==> src/rtl/result_tx_packer_pkg.sv <==
// ----------------------------------------------------------------------------
// result_tx_packer_pkg
// Shared definitions for the result transmit packer: FSM state encoding, the
// lost-ack timeout, the default result word size and a width helper.
// ----------------------------------------------------------------------------
package result_tx_packer_pkg;

    // Default number of bytes in one result word.
    localparam int unsigned DefaultNbytes = 3;

    // Cycles WAIT_ACK waits for tx_busy before assuming the ack was lost.
    localparam int unsigned AckTimeout = 16;

    typedef enum logic [2:0] {
        StIdle     = 3'd0,
        StSettle   = 3'd1,
        StCapture  = 3'd2,
        StSend     = 3'd3,
        StWaitAck  = 3'd4,
        StWaitDone = 3'd5
    } tx_state_e;

    // Counter width able to hold 0..n-1; never narrower than one bit.
    function automatic int unsigned cnt_width(input int unsigned n);
        return (n > 1) ? $clog2(n) : 1;
    endfunction

endpackage

==> src/rtl/sync_edge.sv <==
// ----------------------------------------------------------------------------
// sync_edge
// Two-flop synchronizer for an asynchronous level strobe followed by a rising
// edge detector producing a one-cycle pulse in the clk domain.
//
// Ports:
//   clk       system clock
//   rst_n     asynchronous active-low reset
//   async_in  asynchronous level input
//   rise      one-cycle pulse on a synchronized 0->1 transition
// ----------------------------------------------------------------------------
module sync_edge (
    input  logic clk,
    input  logic rst_n,
    input  logic async_in,
    output logic rise
);

    logic meta_q;
    logic sync_q;
    logic prev_q;
    // Tracks how many real samples have entered the pipeline since reset
    // release. The reset value of sync_q/prev_q is not an observation of the
    // input, so an input already high at release must not look like an edge.
    logic [2:0] fill_q;

    always_ff @(posedge clk or negedge rst_n) begin
        if (!rst_n) begin
            meta_q <= 1'b0;
            sync_q <= 1'b0;
            prev_q <= 1'b0;
            fill_q <= 3'b000;
        end else begin
            meta_q <= async_in;
            sync_q <= meta_q;
            prev_q <= sync_q;
            fill_q <= {fill_q[1:0], 1'b1};
        end
    end

    // fill_q[2] set: both sync_q and prev_q hold genuine input samples.
    assign rise = sync_q & ~prev_q & fill_q[2];

endmodule

==> src/rtl/result_tx_packer.sv <==
// ----------------------------------------------------------------------------
// result_tx_packer
// On each rising edge of rx_irq, waits SETTLE_CYCLES for the filter to settle,
// captures the NBYTES-wide result word and sends it MSB first, one byte at a
// time, through a simple tx_en / tx_busy UART handshake. One extra event may be
// queued while busy; further events are dropped and flagged as overrun.
//
// Ports:
//   clk          system clock, rising edge
//   rst_n        asynchronous active-low reset
//   rx_irq       asynchronous receive-complete level (sample event source)
//   data_in      filter result word, 8*NBYTES bits
//   tx_busy      UART transmitter busy
//   overrun_clr  synchronous clear of overrun
//   tx_data      byte presented to the transmitter (holds outside SEND)
//   tx_en        single-cycle transmit request
//   busy         FSM not in IDLE
//   overrun      sticky lost-event flag
// ----------------------------------------------------------------------------
module result_tx_packer
    import result_tx_packer_pkg::*;
#(
    parameter int unsigned SETTLE_CYCLES = 4,
    parameter int unsigned NBYTES        = DefaultNbytes
) (
    input  logic                  clk,
    input  logic                  rst_n,
    input  logic                  rx_irq,
    input  logic [8*NBYTES-1:0]   data_in,
    input  logic                  tx_busy,
    input  logic                  overrun_clr,
    output logic [7:0]            tx_data,
    output logic                  tx_en,
    output logic                  busy,
    output logic                  overrun
);

    localparam int unsigned CntW = cnt_width(SETTLE_CYCLES);
    localparam int unsigned IdxW = cnt_width(NBYTES);
    localparam int unsigned AckW = cnt_width(AckTimeout);

    localparam logic [CntW-1:0] SettleLast = CntW'(SETTLE_CYCLES - 1);
    localparam logic [IdxW-1:0] IdxLast    = IdxW'(NBYTES - 1);
    localparam logic [AckW-1:0] AckLast    = AckW'(AckTimeout - 1);

    tx_state_e              state_q, state_d;
    logic [CntW-1:0]        cnt_q, cnt_d;
    logic [IdxW-1:0]        idx_q, idx_d;
    logic [AckW-1:0]        ack_q, ack_d;
    logic [8*NBYTES-1:0]    hold_q, hold_d;
    logic [7:0]             txd_q, txd_d;
    logic                   pend_q, pend_d;
    logic                   ovr_q, ovr_d;

    logic                   sample_evt;
    logic                   fsm_busy;
    logic                   ovr_set;
    logic [8*NBYTES-1:0]    hold_shifted;
    logic [7:0]             cur_byte;

    sync_edge u_sync_edge (
        .clk      (clk),
        .rst_n    (rst_n),
        .async_in (rx_irq),
        .rise     (sample_evt)
    );

    // Index 0 selects the most significant byte of the held word.
    assign hold_shifted = hold_q << (8 * idx_q);
    assign cur_byte     = hold_shifted[8*NBYTES-1 -: 8];

    assign fsm_busy = (state_q != StIdle);

    // ------------------------------------------------------------------------
    // Sequencer next state
    // ------------------------------------------------------------------------
    always_comb begin
        state_d = state_q;
        cnt_d   = cnt_q;
        idx_d   = idx_q;
        ack_d   = ack_q;
        hold_d  = hold_q;
        txd_d   = txd_q;

        case (state_q)
            StIdle: begin
                if (sample_evt || pend_q) begin
                    state_d = StSettle;
                    cnt_d   = '0;
                end
            end
            StSettle: begin
                if (cnt_q == SettleLast) begin
                    state_d = StCapture;
                end else begin
                    cnt_d = cnt_q + 1'b1;
                end
            end
            StCapture: begin
                hold_d  = data_in;
                idx_d   = '0;
                state_d = StSend;
            end
            StSend: begin
                // Remember the byte so tx_data keeps it after SEND.
                txd_d   = cur_byte;
                ack_d   = '0;
                state_d = StWaitAck;
            end
            StWaitAck: begin
                // A missing busy pulse must not stall the word forever.
                if (tx_busy || (ack_q == AckLast)) begin
                    state_d = StWaitDone;
                end else begin
                    ack_d = ack_q + 1'b1;
                end
            end
            StWaitDone: begin
                if (!tx_busy) begin
                    if (idx_q == IdxLast) begin
                        state_d = StIdle;
                    end else begin
                        idx_d   = idx_q + 1'b1;
                        state_d = StSend;
                    end
                end
            end
            default: begin
                state_d = StIdle;
            end
        endcase
    end

    // ------------------------------------------------------------------------
    // Pending event and overrun bookkeeping
    // ------------------------------------------------------------------------
    always_comb begin
        pend_d  = pend_q;
        ovr_set = 1'b0;

        if (sample_evt) begin
            if (fsm_busy) begin
                // Covers the cycle WAIT_DONE hands back to IDLE as well.
                if (pend_q) begin
                    ovr_set = 1'b1;
                end else begin
                    pend_d = 1'b1;
                end
            end else begin
                // IDLE starts on this event; an already queued one stays queued.
                pend_d = pend_q;
            end
        end else if (!fsm_busy) begin
            // IDLE consumes the queued event.
            pend_d = 1'b0;
        end

        ovr_d = ovr_q;
        if (overrun_clr) begin
            ovr_d = 1'b0;
        end
        if (ovr_set) begin
            ovr_d = 1'b1;
        end
    end

    always_ff @(posedge clk or negedge rst_n) begin
        if (!rst_n) begin
            state_q <= StIdle;
            cnt_q   <= '0;
            idx_q   <= '0;
            ack_q   <= '0;
            hold_q  <= '0;
            txd_q   <= 8'h00;
            pend_q  <= 1'b0;
            ovr_q   <= 1'b0;
        end else begin
            state_q <= state_d;
            cnt_q   <= cnt_d;
            idx_q   <= idx_d;
            ack_q   <= ack_d;
            hold_q  <= hold_d;
            txd_q   <= txd_d;
            pend_q  <= pend_d;
            ovr_q   <= ovr_d;
        end
    end

    assign tx_en   = (state_q == StSend);
    assign tx_data = tx_en ? cur_byte : txd_q;
    assign busy    = fsm_busy;
    assign overrun = ovr_q;

endmodule
==> config.mk <==
export PLATFORM = sky130hd
export DESIGN_NAME = result_tx_packer
export DESIGN_NICKNAME = d
export VERILOG_FILES = /design/src/rtl/result_tx_packer_pkg.sv /design/src/rtl/sync_edge.sv /design/src/rtl/result_tx_packer.sv
export SDC_FILE = /design/constraint.sdc
export NUM_CORES = 1
export LEC_CHECK = 0
export ABC_AREA = 0
export BUFFER_PORTS_ARGS = -buffer_cell sky130_fd_sc_hd__buf_2
export CAP_MARGIN = 20
export CORE_MARGIN = 3
export CORE_UTILIZATION = 57
export CTS_BUF_LIST = sky130_fd_sc_hd__clkbuf_4
export DETAILED_ROUTE_END_ITERATION = 8
export PLACE_DENSITY_LB_ADDON = 0.2
export SLEW_MARGIN = 20
export SYNTH_ARGS = -nofsm -noshare
export SYNTH_HDL_FRONTEND = slang
export SYNTH_SLANG_ARGS = --single-unit
==> constraint.sdc <==
create_clock -name clk -period 2 [get_ports clk]
set_input_delay 0.2 -clock clk [delete_from_list [all_inputs] [get_ports clk]]
set_output_delay 0.2 -clock clk [all_outputs]
set_load 0.005 [all_outputs]
# Word-level counts from Yosys, hierarchy flattened
# Cells that the tools add are included.
[classes]
add_sub_neg = 3
n_mul = 0
n_div = 0
n_lt_le_gt_ge = 0
n_eq_ne = 17
n_shift = 1
n_mux = 23
n_bitwise = 3
reduce_logical = 13
[ops]
columns = ["operator", "n"]
rows = [
  ["24-bit by 5-bit << shifter with 24-bit output", 1],
  ["3-bit case mux with 6 select lines", 1],
  ["2-bit inequality test, second input constant", 8],
  ["3-bit two-way mux", 4],
  ["2-bit two-way mux", 5],
  ["1-bit two-way mux", 8],
  ["8-bit two-way mux", 1],
  ["2-bit case mux with 2 select lines", 2],
  ["4-bit case mux with 2 select lines", 1],
  ["2-bit nonzero test", 4],
  ["3-bit by 2-bit equality test with 1-bit output, second input constant", 2],
  ["3-bit equality test, second input constant", 2],
  ["3-bit AND reduction", 2],
  ["2-bit by 1-bit adder with 2-bit output, second input constant", 2],
  ["4-bit by 1-bit adder with 4-bit output, second input constant", 1],
  ["2-bit equality test, second input constant", 2],
  ["4-bit equality test, second input constant", 1],
  ["4-bit two-way mux", 1],
  ["2-bit AND reduction", 2],
  ["4-bit AND reduction", 1],
  ["3-bit by 1-bit equality test with 1-bit output, second input constant", 1],
  ["3-bit logical NOT", 1],
  ["3-bit nonzero test", 1],
  ["1-bit AND", 2],
  ["3 further kinds", 4],
]
[totals]
register_bits = 51
latch_bits = 0
mem_bits_rw = 0
mem_bits_ro = 0
in_bits = 29
mem_count = 0

# Logic depth before layout (Yosys ltp)
[logic_depth]
ltp_word = 6
ltp_mapped = 5

# Modules after synthesis
# Synthesis repeated with hierarchy kept, for this count alone.
[hier_totals]
cells_unflattened = 176
hier_area_um2 = 2257.2
[by_module_without_submodules]
columns = ["mod", "n_inst", "cells_each", "area_each_um2", "seq_area_each_um2"]
rows = [
  ["result_tx_packer", 1, 168, 2094.5, 1126.1],
  ["sync_edge", 1, 8, 162.7, 150.1],
]

# Least setup slack after synthesis
# Ideal clock, no wire load.
[synth_path]
kind = "flip-flop to flip-flop"
start = "register idx_q[0]"
end = "register idx_q[0]"
setup_time_ns = 0.125
t_arrival_ns = 1.356
required_time_ns = 1.875
path_slack_ns = 0.519
stages_incl_launch_ff = 6
synth_period_minus_slack_ns = 1.481
path_cell_list = "dfrtp_1 clkinv_1 ha_1 nor3b_2 nand2_1 mux2_2"
[synth_via]
elab_chain_cells = 4
elab_cells_between_ends = 7
classes_between = "add/sub: 1; eq/ne: 2; mux: 3; reduce/logical: 1"
[synth_rtl]
columns = ["item", "line_no", "rtl"]
rows = [
  ["from (decl)", "result_tx_packer.sv:48", "logic [IdxW-1:0] idx_q, idx_d;"],
  ["from (signal assigned)", "result_tx_packer.sv:180", "idx_q <= idx_d;"],
  ["2-bit by 1-bit adder with 2-bit output", "result_tx_packer.sv:123", "idx_d = idx_q + 1'b1;"],
  ["2-bit two-way mux", "result_tx_packer.sv:120", "if (idx_q == IdxLast) begin"],
  ["2-bit two-way mux", "result_tx_packer.sv:119", "if (!tx_busy) begin"],
  ["2-bit case mux with 2 select lines", "result_tx_packer.sv:85", "case (state_q)"],
]
# Parallel ways exist; a longest one is shown, timed or not. The select of a mux whose other input is x is not followed.
# A chain may end at the register's enable or synchronous reset.

# Worst setup path in the final report
[layout_path]
start = "register idx_q[1]"
end = "output port tx_data[0]"
[layout_via]
elab_chain_cells = 2
[layout_rtl]
columns = ["item", "line_no", "rtl"]
rows = [
  ["24-bit by 5-bit << shifter with 24-bit output", "result_tx_packer.sv:69", "assign hold_shifted = hold_q << (8 * idx_q);"],
  ["8-bit two-way mux", "result_tx_packer.sv:190", "assign tx_data = tx_en ? cur_byte : txd_q;"],
  ["to (decl)", "result_tx_packer.sv:32", "output logic [7:0] tx_data,"],
]
# No other way between the ends.

==> results.py <==
metrics = {
    "run_status": {
        "run_status": "finished clean",
    },
    "logic_synthesis": {
        "yosys.area.top_type_share": 0.5623,
        "synth_ff_type": "dfrtp_1",
        "synth.area.top_cells": "dfrtp_1 56%, mux2_2 16%, a22oi_1 2.6%, o21ai_0 2.2%, buf_6 2.0%",
        "syn_nets": 206,
        "synth_top_cell_by_area": "dfrtp_1",
        "seq_area_frac_synth": 0.5623,
        "ys_types": 39,
        "ys_warn_count": 0,
        "synth_edf_count": 0,
        "ys_ff_latch": 51,
        "syn_inst": 174,
        "syn_area_per_cell_sq_um": 13.04,
        "netlist_area_sq_um": 2270,
        "synthArstFlopShare": 1.000,
    },
    "floorplanning": {
        "initial_core_util": 0.6063,
        "io_pins": 40,
        "die-area_sq_um": 4775,
        "die_h_um": 69.10,
        "die-width_um": 69.10,
        "core_sq_um": 3744,
        "rows": 22,
    },
    "critical_path": {
        "crit_slowest_cell": "dfrtp_2",
        "critPathKind": "reg -> out",
        "critPathArrivalTime_ns": 1.73,
        "required_ns": 1.80,
        "cp-start-kind": "flop",
        "end_kind": "output port",
        "worstPathMaxFanout": 8,
        "critPathMaxStageDelay_ns": 0.52,
        "cp_cell_sequence": "buf_12, mux2_2, a22oi_1, o21ai_1, buf_2",
    },
    "timing": {
        "hold_violations": 0,
        "rsz0062_at_grt": "yes",
        "period_needed_ns": 1.925,
        "worstMarginPinSlew_ns": 0.6676,
        "skew_ns": 0.007422,
        "fmax_mhz": 519.4,
        "maxSlewViolCount": 0,
        "setup_viol": 0,
        "slew_headroom": 0.5550,
        "period_share": 0.9626,
    },
    "global_route": {
        "grt_pass1_vias": 1627,
        "grt_pass1_wl_mm": 7.348,
        "grt_util_met2": 0.3252,
        "top_usage_layer": "met2",
        "use_met3": 0.04227,
        "grt_util_met1": 0.2377,
        "grt_start_max_net_pins": 32,
        "grt_overflow": 0,
        "grt_use_total": 0.1897,
        "grt_antenna_before_repair": 0,
    },
    "cts": {
        "cts_tree": "done",
        "clkTransAtPathRegs_ns": 0.14,
        "cts-root-buf": "clkbuf_4",
        "cts_buffers": 5,
        "clock_path_buffers": 2,
        "htree_levels": 2,
        "clock_latency_ns": 0.36,
        "clock_sinks": 51,
    },
    "routing": {
        "drc": 0,
        "antenna_left": 0,
        "drt-pass1-iter-count": 4,
        "wl_per_cell_um": 15.81,
        "wirelength_mm": 4.333,
        "drtIter0Drc": 79,
        "vias_per_cell": 5.639,
        "route.vias.total": 1545,
    },
    "power": {
        "p_per_area_nw_per_um2": 1491,
        "vdd_drop_max_mv": 0.9602,
        "leakagePower_nw": 1.263,
    },
    "layout": {
        "drive_gt1_frac": 0.4558,
        "final_nets": 258,
        "post-route-util": 0.7172,
        "layout_commonest_cell": "dfrtp_1",
        "areaGrowthSynthToFinish_pct": 18.30,
        "layout_common_cells": "48 x dfrtp_1, 39 x buf_2, 33 x mux2_2",
        "final_cells": 274,
        "n_antenna_cell": 0,
    },
    "placed_design": {
        "portBuffers": 39,
        "dpl.cell_count": 258,
        "gp_congestion": 0.9007,
        "dpl.hpwl_mm": 3.036,
    },
    "hold_path": {
        "hold_path.class": "in -> reg",
    },
    "job": {
        "cap_violations": 0,
    },
}
==> where the power goes <==
part	leakage (nW)	switching, mW	internal [mW]
clock network	0.0310	0.309	0.131
registers	0.621	0.369	1.46
logic	0.612	0.743	0.992
total	1.26	1.42	2.58
==> synth_stat cells (2+ instances only) <==
master    count
buf_2         2
o21ai_0      10
a21oi_1       4
and3_1        2
nor2_1        4
ha_1          3
o21ai_1       2
dfrtp_1      51
nor2b_1       2
nor3_1        3
a22oi_1       8
clkbuf_1      2
mux2i_1       2
and4b_1       2
o31ai_1       2
nand3_1       3
nand2_1      12
inv_1         4
mux2_2       33
buf_6         4
==> final timing paths <==
path / startpoint / end / slack, ns / depth (start not counted)
max: idx_q[1]$_DFFE_PN0P_ / tx_data[0] / 0.07 / 5
min: data_in[17] / hold_q[17]$_DFFE_PN0P_ / 0.05 / 2
max reg2reg: state_q[1]$_DFFE_PN0P_ / hold_q[6]$_DFFE_PN0P_ / 0.34 / 3
min reg2reg: u_sync_edge.meta_q$_DFF_PN0_ / u_sync_edge.sync_q$_DFF_PN0_ / 0.37 / 0
max in group asynchronous: rst_n / hold_q[8]$_DFFE_PN0P_ / 0.97 / 3
min in group asynchronous: rst_n / overrun$_DFFE_PN0P_ / 0.38 / 2
==> cell type report <==
type | instances | area [sq um]
Clock inverter | 2 | 13.76
Inverter | 5 | 18.77
Multi-Input combinational cell | 111 | 958.4
Clock buffer | 5 | 37.54
Tap cell | 48 | 60.06
Fill cell | 284 | 1059
Timing Repair Buffer | 52 | 316.6
Sequential cell | 51 | 1280
==> critical path, delay by kind of cell, from the launching register on <==
family                 cells  cell delay (ns)
buffers and inverters      2             0.28
flip-flops                 1             0.52
AO/OA/AOI/OAI              2             0.25
multiplexers               1             0.32
==> routing by layer <==
metal	part of all wire	wire length, um
met1	0.43	1869
met2	0.52	2256
met3	0.039	170
met4	0.0085	37
met5	0	0
==> registers in the layout, indices dropped and copies added, names as in the netlist <==
name and count:
state_q 3, txd_q 8, cnt_q 2, u_sync_edge.prev_q 1
ack_q 4, u_sync_edge.sync_q 1, u_sync_edge.meta_q 1, u_sync_edge.fill_q 3
hold_q 24, pend_q 1, idx_q 2, overrun 1
==> cells by family after synthesis <==
group | share of synthesized area
AND/OR/NAND/NOR | 0.1086
buffers and inverters | 0.03583
adder cells (fa/ha/maj) | 0.02095
XOR/XNOR | 0.003860
AO/OA/AOI/OAI | 0.09427
flip-flops | 0.5623
multiplexers | 0.1725
other | 0.001652
==> what timing repair did <==
item | CTS | global route
cloned | 0 | 1
hold buffers | 2 | 1
endpoints found under the hold margin | 30 | 1
endpoints found under the setup margin | 9 | 8
setup buffers | 0 | 5
pin swaps | 0 | 1
resized for setup | 4 | 11
==> per-stage QoR <==
stage / total power, mW / hold slack (ns) / TNS (ns) / area (sq um) / worst slack, ns
after floorplan: 2.940 / -0.09559 / 0 / 2270 / 0.5194
after global placement: 3.253 / 0.2568 / 0 / 2500 / 0.3306
after detailed placement: 3.380 / 0.2733 / 0 / 2500 / 0.2272
after CTS: 3.840 / 0.004102 / 0 / 2584 / 0.002387
after global routing: 4.325 / 0.02418 / -0.08260 / 2685 / -0.04591
final: 4.004 / 0.05483 / 0 / 2685 / 0.07482
(Power assumes the default switching activity.)
